==> config.mk <==
export PLATFORM = sky130hd
export DESIGN_NAME = uart_tx_fifo
export DESIGN_NICKNAME = d
export VERILOG_FILES = /design/src/rtl/uart_pkg.sv /design/src/rtl/uart_fifo_mem.sv /design/src/rtl/uart_tx_fifo.sv
export SDC_FILE = /design/constraint.sdc
export NUM_CORES = 1
export LEC_CHECK = 0
export CAP_MARGIN = 5
export CORE_MARGIN = 8
export CORE_UTILIZATION = 63
export CTS_CLUSTER_DIAMETER = 40
export CTS_CLUSTER_SIZE = 24
export DETAILED_ROUTE_END_ITERATION = 6
export GPL_TIMING_DRIVEN = 1
export PLACE_DENSITY_LB_ADDON = 0.2
export SYNTH_ARGS = -nofsm -noshare
export SYNTH_HDL_FRONTEND = slang
export SYNTH_SLANG_ARGS = --single-unit
==> constraint.sdc <==
create_clock -name clock_i -period 5.9 [get_ports clock_i]
set_input_delay 0.885 -clock clock_i [delete_from_list [all_inputs] [get_ports clock_i]]
set_output_delay 0.885 -clock clock_i [all_outputs]
set_load 0.005 [all_outputs]
==> src/rtl/uart_pkg.sv <==
// rtl/uart_pkg.sv - shared constants and drain FSM encoding for the UART TX FIFO
package uart_pkg;

    localparam int UART_DATA_W        = 8;
    localparam int DEF_DEPTH_LOG2     = 4;
    localparam int DEF_LAUNCH_TIMEOUT = 4;

    typedef enum logic [1:0] {
        ST_IDLE   = 2'd0,
        ST_LAUNCH = 2'd1,
        ST_BUSY   = 2'd2
    } drain_state_t;

endpackage

==> src/rtl/uart_fifo_mem.sv <==
// rtl/uart_fifo_mem.sv - simple dual-port storage, synchronous write, asynchronous read
module uart_fifo_mem #(
    parameter int AW = 4,
    parameter int DW = 8
) (
    input  logic          clk,
    input  logic          we,
    input  logic [AW-1:0] waddr,
    input  logic [DW-1:0] wdata,
    input  logic [AW-1:0] raddr,
    output logic [DW-1:0] rdata
);

    logic [DW-1:0] mem [2**AW];

    always_ff @(posedge clk) begin
        if (we) begin
            mem[waddr] <= wdata;
        end
    end

    assign rdata = mem[raddr];

endmodule

==> src/rtl/uart_tx_fifo.sv <==
// rtl/uart_tx_fifo.sv - byte FIFO with drain FSM feeding a UART transmitter
// Optional level_o / almost_full_o outputs: define UART_TX_FIFO_LEVEL_EN.
module uart_tx_fifo
    import uart_pkg::*;
#(
    parameter int DEPTH_LOG2     = DEF_DEPTH_LOG2,
    parameter int LAUNCH_TIMEOUT = DEF_LAUNCH_TIMEOUT
) (
    input  logic                   clock_i,
    input  logic                   reset_i,
    input  logic                   push_i,
    input  logic [UART_DATA_W-1:0] data_i,
    input  logic                   flush_i,
    output logic                   full_o,
    output logic                   empty_o,
    output logic                   overflow_o,
    input  logic                   uart_busy_i,
    output logic                   uart_write_o,
    output logic [UART_DATA_W-1:0] uart_data_o
`ifdef UART_TX_FIFO_LEVEL_EN
    ,
    output logic [DEPTH_LOG2:0]    level_o,
    output logic                   almost_full_o
`endif
);

    localparam int DEPTH = 1 << DEPTH_LOG2;
    localparam int TW    = $clog2(LAUNCH_TIMEOUT + 1);

    localparam logic [DEPTH_LOG2:0]   CNT_DEPTH  = (DEPTH_LOG2 + 1)'(DEPTH);
    localparam logic [DEPTH_LOG2:0]   CNT_ONE    = (DEPTH_LOG2 + 1)'(1);
    localparam logic [DEPTH_LOG2-1:0] PTR_ONE    = DEPTH_LOG2'(1);
    localparam logic [TW-1:0]         TIMER_LAST = TW'(LAUNCH_TIMEOUT - 1);

    logic [DEPTH_LOG2-1:0]  wr_ptr;
    logic [DEPTH_LOG2-1:0]  rd_ptr;
    logic [DEPTH_LOG2:0]    count;
    logic [TW-1:0]          timer;
    logic [UART_DATA_W-1:0] head;
    logic                   pop;
    logic                   push_ok;
    drain_state_t           state;
    drain_state_t           state_nx;

    uart_fifo_mem #(
        .AW (DEPTH_LOG2),
        .DW (UART_DATA_W)
    ) u_mem (
        .clk   (clock_i),
        .we    (push_ok),
        .waddr (wr_ptr),
        .wdata (data_i),
        .raddr (rd_ptr),
        .rdata (head)
    );

    // Launch keys off the registered empty flag; the live count guard keeps a
    // stale flag (e.g. just after a flush) from popping an empty FIFO.
    always_comb begin
        state_nx = state;
        pop      = 1'b0;
        case (state)
            ST_IDLE: begin
                if (!empty_o && (count != '0) && !uart_busy_i && !flush_i) begin
                    pop      = 1'b1;
                    state_nx = ST_LAUNCH;
                end
            end
            ST_LAUNCH: begin
                if (uart_busy_i) begin
                    state_nx = ST_BUSY;
                end else if (timer == TIMER_LAST) begin
                    state_nx = ST_IDLE;
                end
            end
            ST_BUSY: begin
                if (!uart_busy_i) begin
                    state_nx = ST_IDLE;
                end
            end
            default: state_nx = ST_IDLE;
        endcase
    end

    assign push_ok = push_i && !flush_i && ((count < CNT_DEPTH) || pop);

    always_ff @(posedge clock_i or posedge reset_i) begin
        if (reset_i) begin
            state        <= ST_IDLE;
            timer        <= '0;
            wr_ptr       <= '0;
            rd_ptr       <= '0;
            count        <= '0;
            full_o       <= 1'b0;
            empty_o      <= 1'b1;
            overflow_o   <= 1'b0;
            uart_write_o <= 1'b0;
            uart_data_o  <= '0;
        end else begin
            state        <= state_nx;
            timer        <= (state == ST_LAUNCH) ? timer + TW'(1) : '0;
            full_o       <= (count == CNT_DEPTH);
            empty_o      <= (count == '0);
            overflow_o   <= push_i && !flush_i && !push_ok;
            uart_write_o <= pop;
            if (pop) begin
                uart_data_o <= head;
            end
            if (flush_i) begin
                wr_ptr <= '0;
                rd_ptr <= '0;
                count  <= '0;
            end else begin
                if (push_ok) begin
                    wr_ptr <= wr_ptr + PTR_ONE;
                end
                if (pop) begin
                    rd_ptr <= rd_ptr + PTR_ONE;
                end
                if (push_ok && !pop) begin
                    count <= count + CNT_ONE;
                end else if (pop && !push_ok) begin
                    count <= count - CNT_ONE;
                end
            end
        end
    end

`ifdef UART_TX_FIFO_LEVEL_EN
    localparam logic [DEPTH_LOG2:0] CNT_AFULL = (DEPTH_LOG2 + 1)'(DEPTH - 2);

    assign level_o       = count;
    assign almost_full_o = (count >= CNT_AFULL);
`endif

endmodule
==> metrics.csv, run 1 <==
stage,metric,value,unit
status,status,"finished, final reports clean",
cts,CTS Sinks,158,
critical_path,Critical Path End Type,flip-flop,
power,pwr/cell area,398.4,nW/um^2
yosys,xor/xnor cell area share of the yosys netlist,0.1338,%
cells_and_area,diode count,0,
routing,vias per inst,6.074,
yosys,Seq cells post-synth,158,
sta,"Hold Vio Cnt, Final",0,
die,die area,13910,um^2
critical_path,Crit Path Max Fanout,25,
die,DIE WIDTH,117.9,um
critical_path,Critical Path RT,6.27,ns
yosys,largest family of logic cells by synthesized area,multiplexers,
cts,post-cts resize count,0,
cells_and_area,share of cells above drive strength 1,21.87,%
yosys,fraction of registers with async set/reset,18.99,%
sta,final worst-path cycle share,61.24,%
sta,"Worst Setup Slack, final",2.287,ns
sta,actual slew at the worst max-slew pin,1.143,ns
power,Max rail drop VDD,0.0002370,V
cts,cts bufs inserted,17,
die,initial cell density of the core,64.26,%
yosys,Synth Net Count,388,
min_path,Tightest Hold Check Type,flip-flop to flip-flop,
yosys,simple-gate share of the synthesized area,5.850,%
routing,ANT nets after route,0,
sta,Max-Slew Margin vs Limit,23.74,%
cts,CTS Hold Bufs,0,
yosys,mux share of post-synthesis cell area,15.18,%
yosys,sequential cell area fraction in the yosys report,70.22,%
die,Rows,37,
sta,TNS Setup,0,ns
placement,hpwl dp,7.828,mm
yosys,Mean Syn Cell Area,18.03,um^2
cts,worst-skew pair later-pin latency,0.52,ns
yosys,Unique masters post-synth,47,
yosys,"Primary FF master, synth",edfxtp_1,
cts,Post-CTS Setup Bufs,0,
placement,routability cong.,0.8578,
critical_path,Crit Path Category,input port to flip-flop,
die,# IOs,25,
yosys,Synthesis Warnings,0,
cells_and_area,synthesis-to-layout area growth,14.28,%
routing,DRC viols,0,
cells_and_area,# nets final,419,
cts,H-Tree Depth,4,
placement,total instance count after detailed placement,511,
die,core area,10180,um^2
global_routing,initial antenna violation count,0,
cells_and_area,most frequent cells in the layout,"edfxtp_1 (128), mux4_2 (32), dfrtp_1 (28)",
placement,PortBufs,24,
yosys,Synth Area in Compound Gates,4.148,%
global_routing,number of global-route vias before repair,3431,
sta,Clock Skew,0.008248,ns
sta,RSZ-0062 raised after global routing,false,
sta,Final min period,3.613,ns
yosys,"EDFF count, synth",128,
cells_and_area,"non-filler cells, final",543,
placement,dpl ws,1.824,ns
sta,Final setup viols,0,
yosys,Cells after Synth,363,
global_routing,Total GRT Usage,18.28,%
global_routing,first-pass GRT wire length,19.33,mm
cts,CTS Buffer Depth,2,
cts,TritonCTS clock tree,yes,
cts,Root Driver,clkbuf_8,
routing,1st-pass router iterations,4,
run,Max Cap Viol,0,
yosys,post-synthesis cell area,6545,um^2
routing,routed wire length,11.96,mm
sta,fin. max-slew vios,0,
die,die height,117.9,um
sta,Achievable Freq,0.2768,GHz
global_routing,GRT Residual Overflow,0,
critical_path,critical path arrival,3.98,ns
routing,Vias,3298,
yosys,Post-Synth Adder-Cell Area,2.409,%
cells_and_area,fill count,616,
critical_path,Startpoint Class,input port,
routing,initial DRC count,265,
routing,detailed-route wire length per cell,22.03,um
cells_and_area,"most common cell after layout, fill and taps aside",edfxtp_1,
power,Leak,2.504,nW
cts,clk slew on worst S/H paths,0.07,ns
global_routing,pin count of the biggest net entering global routing,36,
-- synth_stat cells, types with 3 or more instances --
| cell type | number | area [um^2] |
|---|---|---|
| edfxtp_1 | 128 | 3844 |
| mux4_2 | 32 | 720.7 |
| dfrtp_1 | 29 | 725.7 |
| mux2i_1 | 16 | 160.2 |
| a21oi_1 | 12 | 60.06 |
| and2_1 | 12 | 75.07 |
| nor2_1 | 12 | 45.04 |
| o21ai_0 | 12 | 60.06 |
| ha_1 | 11 | 137.6 |
| inv_1 | 11 | 41.29 |
| nand2_1 | 11 | 41.29 |
| mux2_2 | 10 | 112.6 |
| nand3_1 | 10 | 50.05 |
| buf_2 | 9 | 45.04 |
| and3_1 | 3 | 18.77 |
| buf_4 | 3 | 22.52 |
| o21ai_1 | 3 | 15.01 |
-- routing by layer --
layer	GRT usage (%)	wire [um]	share of wire, %	vias to the layer above
li1	-	-	-	1504
met1	24.78	5289	44	1688
met2	29.01	5939	50	94
met3	3.597	579	4.8	12
met4	6.485	155	1.3	0
met5	0	0	0	-
-- final cells by class --
type | instances | area, um^2 | area share (%)
timing repair buffer | 27 | 262.8 | 3.513
clock inverter | 15 | 172.7 | 2.308
multi-input combinational | 177 | 1814 | 24.26
clock buffer | 17 | 414.1 | 5.537
tap | 136 | 170.2 | 2.275
sequential | 158 | 4597 | 61.46
inverter | 13 | 48.80 | 0.6524
-- power breakdown --
group	switching, W	internal, W
sequential	0.0000658	0.00128
clock	0.000471	0.000584
combinational	0.000289	0.000290
total	0.000826	0.00215
-- logic make-up after synthesis --
kind of cell | after synthesis
adder cells (fa/ha/maj) | 12
AO/OA/AOI/OAI | 40
XOR/XNOR | 1
AND/OR/NAND/NOR | 66
multiplexers | 58
buffers and inverters | 28
flip-flops | 158
-- sequential cells by signal (all words and copies together), names as in the netlist --
register,count
u_mem.mem,128
uart_data_o,8
count,5
rd_ptr,4
wr_ptr,4
timer,3
state,2
empty_o,1
full_o,1
overflow_o,1
uart_write_o,1
-- through the flow --
stage,util [%],power [W],cell area [um^2],hold WS (ns)
2_1_floorplan,-,0.001764,6545,0.4099
3_3_place_gp,67.68,0.001935,6893,0.4255
3_5_place_dp,67.68,0.001953,6893,0.4278
4_1_cts,73.44,0.003002,7480,0.4369
5_1_grt,73.44,0.003113,7480,0.4459
6_report,73.44,0.002980,7480,0.4367
-- path summary, 6_finish.rpt --
check | start | to | slack (ns) | depth (start not counted)
max reg2reg | count[0] | count[4] | 2.31 | 8
min | timer[0] | timer[0] | 0.44 | 1
min in group asynchronous | reset_i | timer[1] | 0.96 | 2
min reg2reg | timer[0] | timer[0] | 0.44 | 1
max | flush_i | count[4] | 2.29 | 9
max in group asynchronous | reset_i | rd_ptr[0] | 4.18 | 2
-- critical path: stages --
cell and delay (ns):
clkdlybuf4s50_1 0.80, nor4_4 0.52, o211ai_2 0.45, nand3_1 0.39
ha_1 0.29, a21o_1 0.17, a21oi_1 0.22, and3_1 0.19
nor4_1 0.05
Note: power is estimated with default switching activity, not from simulation.
==> run 2: changes to the inputs <==
CORE_UTILIZATION = 60   (was 63)
clock period = 3.4 ns   (was 5.9 ns; I/O delays follow)
==> run 2 against run 1 <==
  * Count of clock-buffer cells in the layout increased by 9
  * Worst hold slack lost 0.020 ns
  * Routed wire length rose by 11%
==> metrics.csv, run 2 (synthesized netlist as in run 1, its figures left out) <==
stage,metric,value,unit
cts,TritonCTS clock tree,yes,
cts,H-Tree Depth,4,
sta,Achievable Freq,0.3627,GHz
cells_and_area,Largest regs,"u_mem.mem: 128 flops, uart_data_o: 8 flops, count: 5 flops",
placement,PortBufs,24,
critical_path,Critical Path Max Stage Delay,0.64,ns
routing,DRC viols,0,
cts,CTS Hold Bufs,0,
critical_path,Top delay family on crit path,simple AND/OR/NAND/NOR gates,
cts,worst-skew pair later-pin latency,0.52,ns
cells_and_area,Top reg by flops,u_mem.mem,
critical_path,Crit Path Category,flip-flop to flip-flop,
run,Max Cap Viol,0,
sta,Final setup viols,0,
sta,TNS Setup,0,ns
cts,Post-CTS Setup Bufs,0,
placement,routability cong.,0.8430,
placement,hpwl dp,8.469,mm
global_routing,initial antenna violation count,0,
critical_path,crit path buf inv count,0,
routing,routed wire length,13.23,mm
sta,Final min period,2.757,ns
routing,ANT nets after route,0,
routing,Vias,3462,
cts,clk slew on worst S/H paths,0.06,ns
cts,Root Driver,clkbuf_8,
sta,final worst-path cycle share,81.09,%
sta,Max-Slew Margin vs Limit,46.97,%
die,Rows,38,
cells_and_area,share of cells above drive strength 1,22.25,%
routing,detailed-route wire length per cell,23.70,um
cts,CTS Sinks,158,
critical_path,critical path arrival,3.17,ns
sta,RSZ-0062 raised after global routing,false,
die,core area,10750,um^2
sta,actual slew at the worst max-slew pin,0.7954,ns
power,Tot Pwr,0.005169,W
critical_path,Critical Path End Type,flip-flop,
sta,Clock Skew,0.006815,ns
critical_path,Critical Path RT,3.82,ns
critical_path,Crit Path Max Fanout,6,
die,# IOs,25,
die,die area,14510,um^2
global_routing,Total GRT Usage,19.22,%
global_routing,first-pass GRT wire length,20.43,mm
critical_path,Startpoint Class,flip-flop,
global_routing,pin count of the biggest net entering global routing,25,
cts,CTS Buffer Depth,2,
critical_path,crit path cell chain,or4_1 > o211ai_2 > nand3_1 > fa_1 > a21o_1 > a21oi_1 > a211oi_1 > nor4_1,
cts,post-cts resize count,0,
global_routing,number of global-route vias before repair,3536,
routing,vias per inst,6.204,
die,die height,120.4,um
critical_path,slowest cell on the critical path,or4_1,
sta,"Hold Vio Cnt, Final",0,
power,Leak,2.548,nW
status,status,"finished, final reports clean",
power,pwr/cell area,685.2,nW/um^2
sta,fin. max-slew vios,0,
power,Max rail drop VDD,0.0004327,V
routing,initial DRC count,293,
die,initial cell density of the core,60.91,%
cells_and_area,synthesis-to-layout area growth,15.26,%
cts,cts bufs inserted,17,
cells_and_area,# nets final,430,
cells_and_area,most frequent cells in the layout,"edfxtp_1 (128), mux4_2 (32), dfrtp_1 (28)",
cells_and_area,max reg flops,128,
routing,1st-pass router iterations,5,
global_routing,GRT Residual Overflow,0,
min_path,Tightest Hold Check Type,input port to asynchronous set/reset pin,
cells_and_area,"most common cell after layout, fill and taps aside",edfxtp_1,
cells_and_area,diode count,0,
die,DIE WIDTH,120.4,um
## run 2: changes by cell type in the layout (fill, tap and decap cells not counted), moves of 2 or more
cell	previous run	this run
clkbuf_1	0	6
clkinv_8	2	0
buf_4	3	14
inv_6	5	0
clkbuf_8	1	4
inv_8	4	0
## run 2: layout make-up
cell class	instances	area, um^2
inverters	13	48.80
repair buffers	38	345.3
clock inverters	6	85.08
fillers	708	3202
clock buffers	26	478.0
multi-input cells	177	1814
well taps	140	175.2
flip-flops and latches	158	4597
## run 2: worst reg2reg max path, stage by stage, from the launching register on
cell and delay (ns):
dfrtp_1 0.46, or4_1 0.64, o211ai_2 0.20, nand3_1 0.23, fa_1 0.47, a21o_1 0.19, a21oi_1 0.21, a211oi_1 0.07
nor4_1 0.18
## run 2: layer usage
layer	share of wire, %	GRT usage (%)	vias to the layer above
li1	-	-	1524
met1	42	25.69	1783
met2	50	30.46	142
met3	6.2	4.196	13
met4	1.3	7.416	0
met5	0	0	-
## run 2: power by group
part	leakage [nW]	internal [W]	switching [W]
registers	1.55	0.00222	0.000120
clock network	0.271	0.00110	0.000696
logic	0.729	0.000517	0.000510
total	2.55	0.00384	0.00133
## run 2: final timing paths
path	startpoint	to	slack [ns]	depth (start not counted)
max in group asynchronous	reset_i	uart_data_o[0]	2.33	3
setup reg to reg	count[0]	count[4]	0.64	8
setup / recovery	count[0]	count[4]	0.64	8
hold / removal	reset_i	rd_ptr[3]	0.42	2
hold reg to reg	timer[0]	timer[0]	0.44	1
min in group clock_i	timer[0]	timer[0]	0.44	1
## run 2: stage by stage
stage	instances	instance area [um^2]	setup WS, ns	utilization, %	hold WS (ns)
3_3_place_gp	526	6980	0.3501	64.96	0.4223
3_5_place_dp	526	6980	0.2890	64.96	0.4297
2_1_floorplan	363	6545	0.5875	-	0.4099
6_report	558	7543	0.6428	70.20	0.4164
4_1_cts	558	7543	0.6591	70.20	0.4234
5_1_grt	558	7543	0.4750	70.20	0.4611
